===== config.mk =====
export PLATFORM = sky130hd
export DESIGN_NAME = mem_req_arbiter_flat
export DESIGN_NICKNAME = d
export VERILOG_FILES = /design/src/rtl/mem_arb_pkg.sv /design/src/rtl/mem_req_arbiter_if.sv /design/src/rtl/mem_rr_pick.sv /design/src/rtl/mem_req_arbiter.sv /design/src/flat_wrapper.sv
export SDC_FILE = /design/constraint.sdc
export NUM_CORES = 1
export LEC_CHECK = 0
export CAP_MARGIN = 20
export CORE_UTILIZATION = 38
export CTS_CLUSTER_SIZE = 40
export DETAILED_ROUTE_END_ITERATION = 7
export PLACE_DENSITY = 0.81
export REMOVE_ABC_BUFFERS = 1
export SYNTH_ARGS = -nofsm -noshare
export SYNTH_HDL_FRONTEND = slang
export SYNTH_HIERARCHICAL = 1
export SYNTH_SLANG_ARGS = --single-unit
export TNS_END_PERCENT = 100

===== constraint.sdc =====
create_clock -name clk -period 3.7 [get_ports clk]
set_input_delay 0.74 -clock clk [delete_from_list [all_inputs] [get_ports clk]]
set_output_delay 0.74 -clock clk [all_outputs]
set_load 0.01 [all_outputs]

===== src/rtl/mem_arb_pkg.sv =====
// Shared types for the memory request arbiter: FSM states and the latched command.
// Command fields are sized for the widest supported configuration; the top slices them down.
package mem_arb_pkg;
  localparam int MAX_ADDR_W = 32;
  localparam int MAX_DATA_W = 64;
  localparam int OWNER_W    = 3;  // enough for up to 8 requesters

  typedef enum logic [1:0] {IDLE, ISSUE, WAIT_RD} arb_state_e;

  typedef struct packed {
    logic                  write;
    logic [MAX_ADDR_W-1:0] addr;
    logic [MAX_DATA_W-1:0] wdata;
    logic [OWNER_W-1:0]    owner;
  } arb_cmd_t;
endpackage


===== src/rtl/mem_req_arbiter_if.sv =====
// Requester-side and memory-side signals of the arbiter, named as the block ports.
interface mem_req_arbiter_if #(
  parameter int NUM_REQ = 4,
  parameter int ADDR_W  = 8,
  parameter int DATA_W  = 32
);
  logic [NUM_REQ-1:0]        req_i;
  logic [NUM_REQ-1:0]        req_write_i;
  logic [NUM_REQ*ADDR_W-1:0] req_addr_i;
  logic [NUM_REQ*DATA_W-1:0] req_wdata_i;
  logic [NUM_REQ-1:0]        gnt_o;
  logic [NUM_REQ-1:0]        rsp_valid_o;
  logic [DATA_W-1:0]         rsp_data_o;
  logic                      rsp_err_o;
  logic                      mem_read_o;
  logic                      mem_write_o;
  logic [ADDR_W-1:0]         mem_addr_o;
  logic [DATA_W-1:0]         mem_wdata_o;
  logic                      mem_rd_valid_i;
  logic [DATA_W-1:0]         mem_rd_data_i;

  modport slave (
    input  req_i, req_write_i, req_addr_i, req_wdata_i, mem_rd_valid_i, mem_rd_data_i,
    output gnt_o, rsp_valid_o, rsp_data_o, rsp_err_o,
           mem_read_o, mem_write_o, mem_addr_o, mem_wdata_o
  );

  modport master (
    output req_i, req_write_i, req_addr_i, req_wdata_i, mem_rd_valid_i, mem_rd_data_i,
    input  gnt_o, rsp_valid_o, rsp_data_o, rsp_err_o,
           mem_read_o, mem_write_o, mem_addr_o, mem_wdata_o
  );
endinterface


===== src/rtl/mem_rr_pick.sv =====
// Round-robin pick: one-hot winner from req_i starting at ptr_q, pointer advances past the winner on upd_i.
module mem_rr_pick #(
  parameter  int NUM_REQ = 4,
  localparam int IDX_W   = $clog2(NUM_REQ)
) (
  input  logic               clk,
  input  logic               reset,
  input  logic [NUM_REQ-1:0] req_i,
  input  logic               upd_i,
  output logic [NUM_REQ-1:0] pick_oh_o,
  output logic [IDX_W-1:0]   pick_idx_o
);
  logic [IDX_W-1:0] ptr_q, ptr_d, cand;
  int               cand_int;

  // Walk from lowest to highest priority so the highest-priority hit is written last.
  always_comb begin
    pick_oh_o  = '0;
    pick_idx_o = '0;
    cand       = '0;
    cand_int   = 0;
    for (int i = NUM_REQ - 1; i >= 0; i--) begin
      cand_int = int'(ptr_q) + i;
      if (cand_int >= NUM_REQ) cand_int = cand_int - NUM_REQ;
      cand = IDX_W'(cand_int);
      if (req_i[cand]) begin
        pick_oh_o       = '0;
        pick_oh_o[cand] = 1'b1;
        pick_idx_o      = cand;
      end
    end
  end

  always_comb begin
    ptr_d = ptr_q;
    if (upd_i) ptr_d = (pick_idx_o == IDX_W'(NUM_REQ - 1)) ? '0 : pick_idx_o + IDX_W'(1);
  end

  always_ff @(posedge clk) begin
    if (reset) ptr_q <= '0;
    else       ptr_q <= ptr_d;
  end
endmodule


===== src/rtl/mem_req_arbiter.sv =====
// Shares one read/write memory port among NUM_REQ requesters: round-robin grant,
// single outstanding read with timeout, read data routed back to its owner.
module mem_req_arbiter
  import mem_arb_pkg::*;
#(
  parameter int NUM_REQ    = 4,
  parameter int ADDR_W     = 8,
  parameter int DATA_W     = 32,
  parameter int RD_TIMEOUT = 16
) (
  input logic               clk,
  input logic               reset,
  mem_req_arbiter_if.slave  bus
);
  localparam int IDX_W = $clog2(NUM_REQ);
  localparam int CNT_W = $clog2(RD_TIMEOUT + 1);
  localparam logic [CNT_W-1:0] CNT_LAST = CNT_W'(RD_TIMEOUT - 1);
  localparam logic [CNT_W-1:0] CNT_MAX  = '1;

  arb_state_e         state_q, state_d;
  arb_cmd_t           cmd_q, cmd_d;
  logic [CNT_W-1:0]   cnt_q, cnt_d;
  logic [NUM_REQ-1:0] rsp_valid_q, rsp_valid_d;
  logic [DATA_W-1:0]  rsp_data_q, rsp_data_d;
  logic               rsp_err_q, rsp_err_d;

  logic [NUM_REQ-1:0] pick_oh, owner_oh;
  logic [IDX_W-1:0]   pick_idx;
  logic               ptr_upd, issue;
  logic               unused_cmd;

  mem_rr_pick #(.NUM_REQ(NUM_REQ)) u_pick (
    .clk        (clk),
    .reset      (reset),
    .req_i      (bus.req_i),
    .upd_i      (ptr_upd),
    .pick_oh_o  (pick_oh),
    .pick_idx_o (pick_idx)
  );

  assign owner_oh = NUM_REQ'(1) << cmd_q.owner;

  always_comb begin
    state_d     = state_q;
    cmd_d       = cmd_q;
    cnt_d       = cnt_q;
    rsp_valid_d = '0;
    rsp_data_d  = '0;
    rsp_err_d   = 1'b0;
    ptr_upd     = 1'b0;
    case (state_q)
      IDLE: begin
        if (|pick_oh) begin
          ptr_upd     = 1'b1;
          cmd_d.write = bus.req_write_i[pick_idx];
          cmd_d.addr  = MAX_ADDR_W'(bus.req_addr_i[int'(pick_idx)*ADDR_W +: ADDR_W]);
          cmd_d.wdata = MAX_DATA_W'(bus.req_wdata_i[int'(pick_idx)*DATA_W +: DATA_W]);
          cmd_d.owner = OWNER_W'(pick_idx);
          state_d     = ISSUE;
        end
      end
      ISSUE: begin
        cnt_d   = '0;
        state_d = cmd_q.write ? IDLE : WAIT_RD;
      end
      WAIT_RD: begin
        // Data in the last waiting cycle still beats the timeout.
        if (bus.mem_rd_valid_i) begin
          rsp_valid_d = owner_oh;
          rsp_data_d  = bus.mem_rd_data_i;
          state_d     = IDLE;
        end else if (cnt_q == CNT_LAST) begin
          rsp_valid_d = owner_oh;
          rsp_err_d   = 1'b1;
          state_d     = IDLE;
        end else begin
          cnt_d = (cnt_q == CNT_MAX) ? cnt_q : cnt_q + CNT_W'(1);
        end
      end
      default: state_d = IDLE;
    endcase
  end

  always_ff @(posedge clk) begin
    if (reset) begin
      state_q     <= IDLE;
      cmd_q       <= '0;
      cnt_q       <= '0;
      rsp_valid_q <= '0;
      rsp_data_q  <= '0;
      rsp_err_q   <= 1'b0;
    end else begin
      state_q     <= state_d;
      cmd_q       <= cmd_d;
      cnt_q       <= cnt_d;
      rsp_valid_q <= rsp_valid_d;
      rsp_data_q  <= rsp_data_d;
      rsp_err_q   <= rsp_err_d;
    end
  end

  assign issue           = (state_q == ISSUE);
  assign bus.gnt_o       = issue ? owner_oh : '0;
  assign bus.mem_read_o  = issue & ~cmd_q.write;
  assign bus.mem_write_o = issue & cmd_q.write;
  assign bus.mem_addr_o  = issue ? cmd_q.addr[ADDR_W-1:0] : '0;
  assign bus.mem_wdata_o = (issue & cmd_q.write) ? cmd_q.wdata[DATA_W-1:0] : '0;
  assign bus.rsp_valid_o = rsp_valid_q;
  assign bus.rsp_data_o  = rsp_data_q;
  assign bus.rsp_err_o   = rsp_err_q;

  // Upper command bits beyond ADDR_W/DATA_W are always zero.
  assign unused_cmd = ^cmd_q;
endmodule


===== src/flat_wrapper.sv =====
// flat-port wrapper written by rule: the top's interface ports become plain ports
module mem_req_arbiter_flat import mem_arb_pkg::*;
#(
  parameter int NUM_REQ    = 4,
  parameter int ADDR_W     = 8,
  parameter int DATA_W     = 32,
  parameter int RD_TIMEOUT = 16
)
  (clk, reset, bus_req_i, bus_req_write_i, bus_req_addr_i, bus_req_wdata_i, bus_mem_rd_valid_i, bus_mem_rd_data_i, bus_gnt_o, bus_rsp_valid_o, bus_rsp_data_o, bus_rsp_err_o, bus_mem_read_o, bus_mem_write_o, bus_mem_addr_o, bus_mem_wdata_o);
  mem_req_arbiter_if #(.NUM_REQ(NUM_REQ), .ADDR_W(ADDR_W), .DATA_W(DATA_W)) bus_i ();
  input logic clk;
  input logic reset;
  input wire logic [$bits(bus_i.req_i)-1:0] bus_req_i;
  input wire logic [$bits(bus_i.req_write_i)-1:0] bus_req_write_i;
  input wire logic [$bits(bus_i.req_addr_i)-1:0] bus_req_addr_i;
  input wire logic [$bits(bus_i.req_wdata_i)-1:0] bus_req_wdata_i;
  input wire logic [$bits(bus_i.mem_rd_valid_i)-1:0] bus_mem_rd_valid_i;
  input wire logic [$bits(bus_i.mem_rd_data_i)-1:0] bus_mem_rd_data_i;
  output wire logic [$bits(bus_i.gnt_o)-1:0] bus_gnt_o;
  output wire logic [$bits(bus_i.rsp_valid_o)-1:0] bus_rsp_valid_o;
  output wire logic [$bits(bus_i.rsp_data_o)-1:0] bus_rsp_data_o;
  output wire logic [$bits(bus_i.rsp_err_o)-1:0] bus_rsp_err_o;
  output wire logic [$bits(bus_i.mem_read_o)-1:0] bus_mem_read_o;
  output wire logic [$bits(bus_i.mem_write_o)-1:0] bus_mem_write_o;
  output wire logic [$bits(bus_i.mem_addr_o)-1:0] bus_mem_addr_o;
  output wire logic [$bits(bus_i.mem_wdata_o)-1:0] bus_mem_wdata_o;
  assign bus_i.req_i = bus_req_i;
  assign bus_i.req_write_i = bus_req_write_i;
  assign bus_i.req_addr_i = bus_req_addr_i;
  assign bus_i.req_wdata_i = bus_req_wdata_i;
  assign bus_i.mem_rd_valid_i = bus_mem_rd_valid_i;
  assign bus_i.mem_rd_data_i = bus_mem_rd_data_i;
  assign bus_gnt_o = bus_i.gnt_o;
  assign bus_rsp_valid_o = bus_i.rsp_valid_o;
  assign bus_rsp_data_o = bus_i.rsp_data_o;
  assign bus_rsp_err_o = bus_i.rsp_err_o;
  assign bus_mem_read_o = bus_i.mem_read_o;
  assign bus_mem_write_o = bus_i.mem_write_o;
  assign bus_mem_addr_o = bus_i.mem_addr_o;
  assign bus_mem_wdata_o = bus_i.mem_wdata_o;
  mem_req_arbiter #(.NUM_REQ(NUM_REQ), .ADDR_W(ADDR_W), .DATA_W(DATA_W), .RD_TIMEOUT(RD_TIMEOUT)) u_core (.clk(clk), .reset(reset), .bus(bus_i));
endmodule

# Word-level counts from Yosys, hierarchy flattened
# Cells that the tools add are included.
[totals]
register_bits = 89
output_inout_bits = 83
[op_classes]
shifts = 3
eq_ne = 10
mux = 48
addsub = 9
n_bitwise = 5
magnitude_cmp = 13
reduce_logical = 13
[op_table]
columns = ["op", "count"]
rows = [
  ["$shiftx 128x8->32", 1],
  ["$mux 32", 1],
  ["$shiftx 32x6->8", 1],
  ["$mux 4", 7],
  ["$mux 2", 13],
  ["$lt 2x3->1 const B", 5],
  ["$mux 5", 3],
  ["$mux 1", 12],
  ["$bmux 1 s2", 5],
  ["$pmux 5 s2", 1],
  ["$ge 3x3->1 const B", 3],
  ["$demux 1 s2", 4],
  ["$ge 2x1->1 const B", 4],
  ["$mux 8", 1],
  ["$sub 2x1->2 const B", 4],
  ["$add 2x2->3 const B", 2],
  ["$ne 2x2->1 const B", 3],
  ["$pmux 2 s3", 1],
  ["$reduce_or 3->1", 2],
  ["$add 5x1->5 const B", 1],
  ["$eq 5x4->1 const B", 1],
  ["$eq 5x5->1 const B", 1],
  ["$eq 2x2->1 const B", 2],
  ["$logic_and 1x1->1", 4],
  ["15 further kinds", 19],
]

# Logic depth before layout (Yosys ltp)
[logic_depth]
depth_word = 14
depth_mapped = 13
depth_no_buf = 11

# Hierarchy
# Netlist, hierarchy kept.
[modules_own_cells]
columns = ["mod", "seq_area_each_um2", "cells_per_inst", "n_inst", "area_per_inst_um2"]
rows = [
  ["mem_req_arbiter", 1741.7, 438, 1, 4334.2],
  ["mem_rr_pick", 40.0, 56, 1, 503.0],
]

# Worst setup path before layout
# Ideal clock, no wire load.
[synth_timing]
path_type = "flip-flop to flip-flop"
start = "reg u_core.u_pick.ptr_q[0]"
end = "reg u_core.u_pick.ptr_q[0]"
t_required_ns = 3.577
setup_time_ns = 0.123
stages_incl_launch_ff = 14
arrival_ns = 3.160
synth_period_minus_slack_ns = 3.283
setup_slack_ns = 0.417
path_cell_list = "dfxtp_1 > buf_6 > inv_1 > ha_1 > mux4_2 > and2b_4 > a31oi_1 > a21oi_1 > nor4_2 > clkbuf_1 > nor2_1 > nor3b_1 > or3b_2 > a31oi_1"
[synth_via]
elab_chain_cells = 14
word_cells_on_any_way = 57
classes_between = "8 x add/sub; 12 x order compare; 1 x eq/ne; 31 x mux; 5 x reduce/logical"
[synth_rtl]
columns = ["element", "line", "text"]
rows = [
  ["from (decl)", "mem_rr_pick.sv:13", "logic [IDX_W-1:0] ptr_q, ptr_d, cand;"],
  ["from (signal assigned)", "mem_rr_pick.sv:41", "else ptr_q <= ptr_d;"],
  ["$add 2x2->3", "mem_rr_pick.sv:23", "cand_int = int'(ptr_q) + i;"],
  ["$ge 3x3->1 / $sub 2x1->2 (equally long branches)", "mem_rr_pick.sv:24", "if (cand_int >= NUM_REQ) cand_int = cand_int - NUM_REQ;"],
  ["$mux 2", "mem_rr_pick.sv:24", ""],
  ["$lt 2x3->1 (implied by the code) / $ge 2x1->1 (equally long branches)", "mem_rr_pick.sv:28", "pick_oh_o[cand] = 1'b1;"],
  ["$logic_and 1x1->1 (implied by the code)", "mem_rr_pick.sv:28", ""],
  ["$mux 1 (implied by the code)", "mem_rr_pick.sv:28", ""],
  ["$demux 1 s2", "mem_rr_pick.sv:28", ""],
  ["$mux 4 (3 in a row)", "mem_rr_pick.sv:26", "if (req_i[cand]) begin"],
  ["$mux 4 (*)", "mem_rr_pick.sv:26", ""],
  ["net u_core.pick_oh[1]", "mem_req_arbiter.sv:27", "logic [NUM_REQ-1:0] pick_oh, owner_oh;"],
  ["$reduce_or 4->1 (*)", "mem_req_arbiter.sv:53", "if (|pick_oh) begin"],
  ["$mux 1 (*)", "mem_req_arbiter.sv:53", ""],
  ["$mux 1 (*)", "mem_req_arbiter.sv:51", "case (state_q)"],
  ["net u_core.ptr_upd", "mem_req_arbiter.sv:29", "logic ptr_upd, issue;"],
]
# Mark *: on every way through the listed nets, which the timed path passes. The rest lies on a longest branch. The select of a mux whose other input is x is not followed.
# A chain may end at the register's enable or synchronous reset.

# Worst setup path in the final report
[layout_timing]
start = "in bus_req_i[0]"
end = "reg u_core.u_pick.ptr_q[0]"
[layout_via]
elab_chain_cells = 9
word_cells_on_any_way = 22
classes_between = "1 x add/sub; 1 x eq/ne; 19 x mux; 1 x reduce/logical"
[layout_rtl]
columns = ["element", "line", "text"]
rows = [
  ["from (decl)", "flat_wrapper.sv:13", "input wire logic [$bits(bus_i.req_i)-1:0] bus_req_i;"],
  ["$bmux 1 s2", "mem_rr_pick.sv:26", ""],
  ["$mux 1 (implied by the code)", "mem_rr_pick.sv:26", ""],
  ["$mux 4 (3 in a row)", "mem_rr_pick.sv:26", ""],
  ["$mux 4 (*)", "mem_rr_pick.sv:26", ""],
  ["net u_core.pick_oh[2]", "mem_req_arbiter.sv:27", ""],
  ["$reduce_or 4->1 (*)", "mem_req_arbiter.sv:53", ""],
  ["$mux 1 (*)", "mem_req_arbiter.sv:53", ""],
  ["$mux 1 (*)", "mem_req_arbiter.sv:51", ""],
  ["net u_core.ptr_upd", "mem_req_arbiter.sv:29", ""],
]
# Marks and branches as above.

==> results.md <==
Hold path:
- The worst hold path belongs to the class reg -> reg.
- The cell count of the worst hold path is 2.

CTS:
- The post-CTS setup buffer count is 0.
- The clock reaches the later pin of the worst-skew pair after 0.34 ns.
- The clock drives 89 sinks.
- No sink is reached through more buffers than the 2 on the longest clock path.
- The cell at the root of the clock tree is clkbuf_16.
- The number of H-tree levels is 3.
- The TritonCTS clock tree is yes.
- The clock-pin slew of the registers on the worst-case setup and hold paths is approximately 0.06 ns.
- Clock tree synthesis inserted a total of 9 buffers.
- The number of resized instances in the post-cts repair step is 0.
- The number of hold buffers added after CTS is 0.

STA:
- The worst pin sits at a relative slew slack of 32.0%.
- The final worst slack is roughly 0.21 ns.
- The achievable frequency is 286 MHz.
- The final critical-path share of the clock period is 94.4%.
- Setup repair after global routing left no endpoint under its margin.
- The final critical path time including I/O delays and setup is approximately 3.5 ns.
- Setup violations remaining at the end of the flow were counted as 0.
- For the pin with the worst max-slew slack, the measured transition is 1.02 ns.
- The number of endpoints with negative hold slack in the final report is 0.
- The final max-slew violation count is 0.
- Across the routed clock network, the largest skew measured is 0.00678 ns.
- On the final layout, the worst hold slack is 0.472 ns.

Route:
- After detailed routing, the number of vias per cell comes to 5.52.
- The total wire length is 17100 um.
- The detailed-route via count is 5147.
- The number of DRC markers after the initial detailed-route iteration is 478.
- For this run, the detailed router's first-pass iteration total came to 4.
- The count of nets left with antenna violations once routing finished came out at 0.
- The detail-routed net length per standard cell is between 15 and 20 um.
- The remaining design rule violation count is 0.

Floorplan:
- The die is about 110 um wide.
- The die area is between 10000 and 15000 sq um.
- The top-level port count is between 200 and 300.
- For this configuration, the core starts out at a cell density of roughly two fifths.
- The row count is 40.
- The floorplan step defined a core boundary enclosing 12200 sq um.
- The overall die height is 115 um.

Global route:
- The pin count of the biggest net entering global routing is 45.
- The total routing usage reported by global routing is between 20 and 30%.
- The initial antenna violation count is 0.
- The number of global-route vias before repair is 5228.
- The first global-routing pass estimated approximately 26000 um of wire.
- After global routing the overflow that remains totals 0.

Worst setup path:
- The worst setup path is captured at a flop.
- The worst setup path is launched from an input pin.
- STA puts the critical path data required time at 3.96 ns.
- STA puts the critical path data arrival time at 3.75 ns.
- In this run the worst path has a maximum fanout of 8.
- The worst-case reg-to-reg path depth is 11.
- The type of the worst setup path is in -> reg.

Placed design:
- Routability-driven placement finished with a final weighted congestion of 0.827.
- The count of buffers from port buffering is 285.
- The post-placement cell area is between 7000 and 8000 sq um.
- The worst setup slack after placement is -0.0804 ns.
- Once detailed placement completed, the half-perimeter wirelength came to 13000 um.

Logic synthesis:
- After synthesis, flip-flops and latches occupy 36.8% of the total area.
- The area share of the leading cell type in the synthesized netlist is 36.8%.
- The count of distinct cell types in the synthesized netlist is 41.
- For this run, asynchronously set or reset flops after synthesis account for 0%.
- By area the synthesized netlist is led by dfxtp_1, mux4_2, and3_1, a21oi_1, nand3_1.
- The most frequent cell after synthesis is dfxtp_1.
- The mean instance size in the synthesized netlist is about 9.8 sq um.
- The post-synthesis instance area is 4840 sq um.
- The commonest cells after synthesis are dfxtp_1, and3_1, a21oi_1, nand3_1, mux4_2.
- In the synthesized netlist the dominant register cell turns out to be dfxtp_1.
- The number of standard cells after synthesis is 494.
- The number of enable flip-flop cells after synthesis is 0.
- dfxtp_1 takes more of the synthesized area than any other cell.
- The Yosys step of the flow raised 6 warnings.
- The post-synthesis sequential element count is 89.

Power and ir drop:
- Summed over all cells, the static leakage comes to 3.20 nW.
- Power spread over the standard cell area amounts to 622 nW/um^2.
- The maximum VDD drop is 0.457 mV.

Final layout:
- The ratio of cells with drive above 1 in the final layout is 12.4%.
- The synthesis-to-finish area growth is 70.1%.
- The number of nets in the layout is between 900 and 1000.
- The finished cells cover 8230 sq um.

Job:
- The tool flagged a number of max-cap violations equal to 0.

Status:
- The run finished with clean final reports.
[cell families (layout without fill, tap and decap cells)]
logic type | after synthesis | after routing | synth area share, %
AOI/OAI and AO/OA | 119 | 119 | 13.3
adders and majority gates | 13 | 13 | 3.36
buffers and inverters | 59 | 329 | 4.97
DFF | 89 | 89 | 36.8
muxes | 48 | 48 | 21.3
other | 0 | 1 | 0
and+or+nand+nor | 166 | 166 | 20.2
[placed cells by master (no fill, tap or decap), types with 4 or more instances in the layout]
master | Yosys | routed
nand3_1 | 45 | 45
a21oi_1 | 51 | 51
buf_4 | 0 | 19
clkbuf_16 | 0 | 9
a22oi_1 | 4 | 4
o21ai_0 | 42 | 42
mux2i_1 | 4 | 4
and3_1 | 65 | 65
o211ai_1 | 4 | 4
mux4_2 | 44 | 44
nand2b_1 | 4 | 4
nor3_1 | 5 | 5
and2_1 | 9 | 9
a31oi_1 | 7 | 7
nor2b_1 | 6 | 5
o21ai_1 | 5 | 5
nor2_1 | 12 | 11
ha_1 | 13 | 13
inv_1 | 5 | 5
buf_12 | 0 | 4
clkdlybuf4s50_1 | 0 | 284
dfxtp_1 | 89 | 89
[layout make-up]
class	instances	area, sq um
sequential	89	1780
antenna	1	2.50
multi-input combinational	346	2870
timing repair buffer	308	3070
clock inverter	6	43.8
tap	168	210
inverter	5	18.8
fill	985	3980
clock buffer	10	229
[worst paths after layout]
kind | slack, ns | startpoint | end
hold / removal | 0.47 | u_core/cmd_q[34]$_SDFFE_PP0P_ | u_core/cmd_q[34]$_SDFFE_PP0P_
hold reg to reg | 0.47 | u_core/cmd_q[34]$_SDFFE_PP0P_ | u_core/cmd_q[34]$_SDFFE_PP0P_
setup / recovery | 0.21 | bus_req_i[0] | u_core/u_pick/ptr_q[0]$_SDFFE_PP0P_
setup reg to reg | 0.41 | u_core/u_pick/ptr_q[0]$_SDFFE_PP0P_ | u_core/cmd_q[29]$_SDFFE_PP0P_
[power by group]
part | total (W) | internal (W) | switching [W] | leakage, nW
logic | 0.00287 | 0.00144 | 0.00143 | 2.34
registers | 0.00140 | 0.00123 | 0.000168 | 0.727
clock network | 0.000844 | 0.000458 | 0.000386 | 0.133
total | 0.00512 | 0.00313 | 0.00199 | 3.20
[per-layer routing]
layer	part of all wire, %	track usage, %	vias up	routed length, um
met5	0	0	-	0
met4	2.8	12.1	0	483
met3	8.8	5.54	37	1500
met2	52	46.9	291	8820
met1	37	28.0	2433	6300
li1	-	-	2386	-
[registers in the layout, summed over array words and instances, names as in the netlist]
register / flops
u_core/cmd_q: 43
u_core/bus.rsp_data_o: 32
u_core/cnt_q: 5
u_core/state_q: 2
u_core/bus.rsp_err_o: 1
u_core/bus.rsp_valid_o: 4
u_core/u_pick/ptr_q: 2
[critical path: stages]
cell and delay [ns]:
clkdlybuf4s50_1 0.44, buf_4 0.16, mux4_2 0.58, nor2b_4 0.24, a22oi_1 0.12, a21oi_1 0.32, nor4_4 0.06, nor2_1 0.19
nor3b_1 0.28, or3b_2 0.47, a31oi_1 0.14
[per-stage QoR]
step	std cells	setup TNS [ns]	power (W)	utilization [%]
2_1_floorplan	440	-196.30	0.00322	-
3_3_place_gp	916	0	0.00417	65.1
3_5_place_dp	916	-0.824	0.00429	65.1
4_1_cts	932	0	0.00514	67.4
5_1_grt	932	0	0.00546	67.4
6_report	933	0	0.00512	67.4
Note: power is estimated with default switching activity, not from simulation.
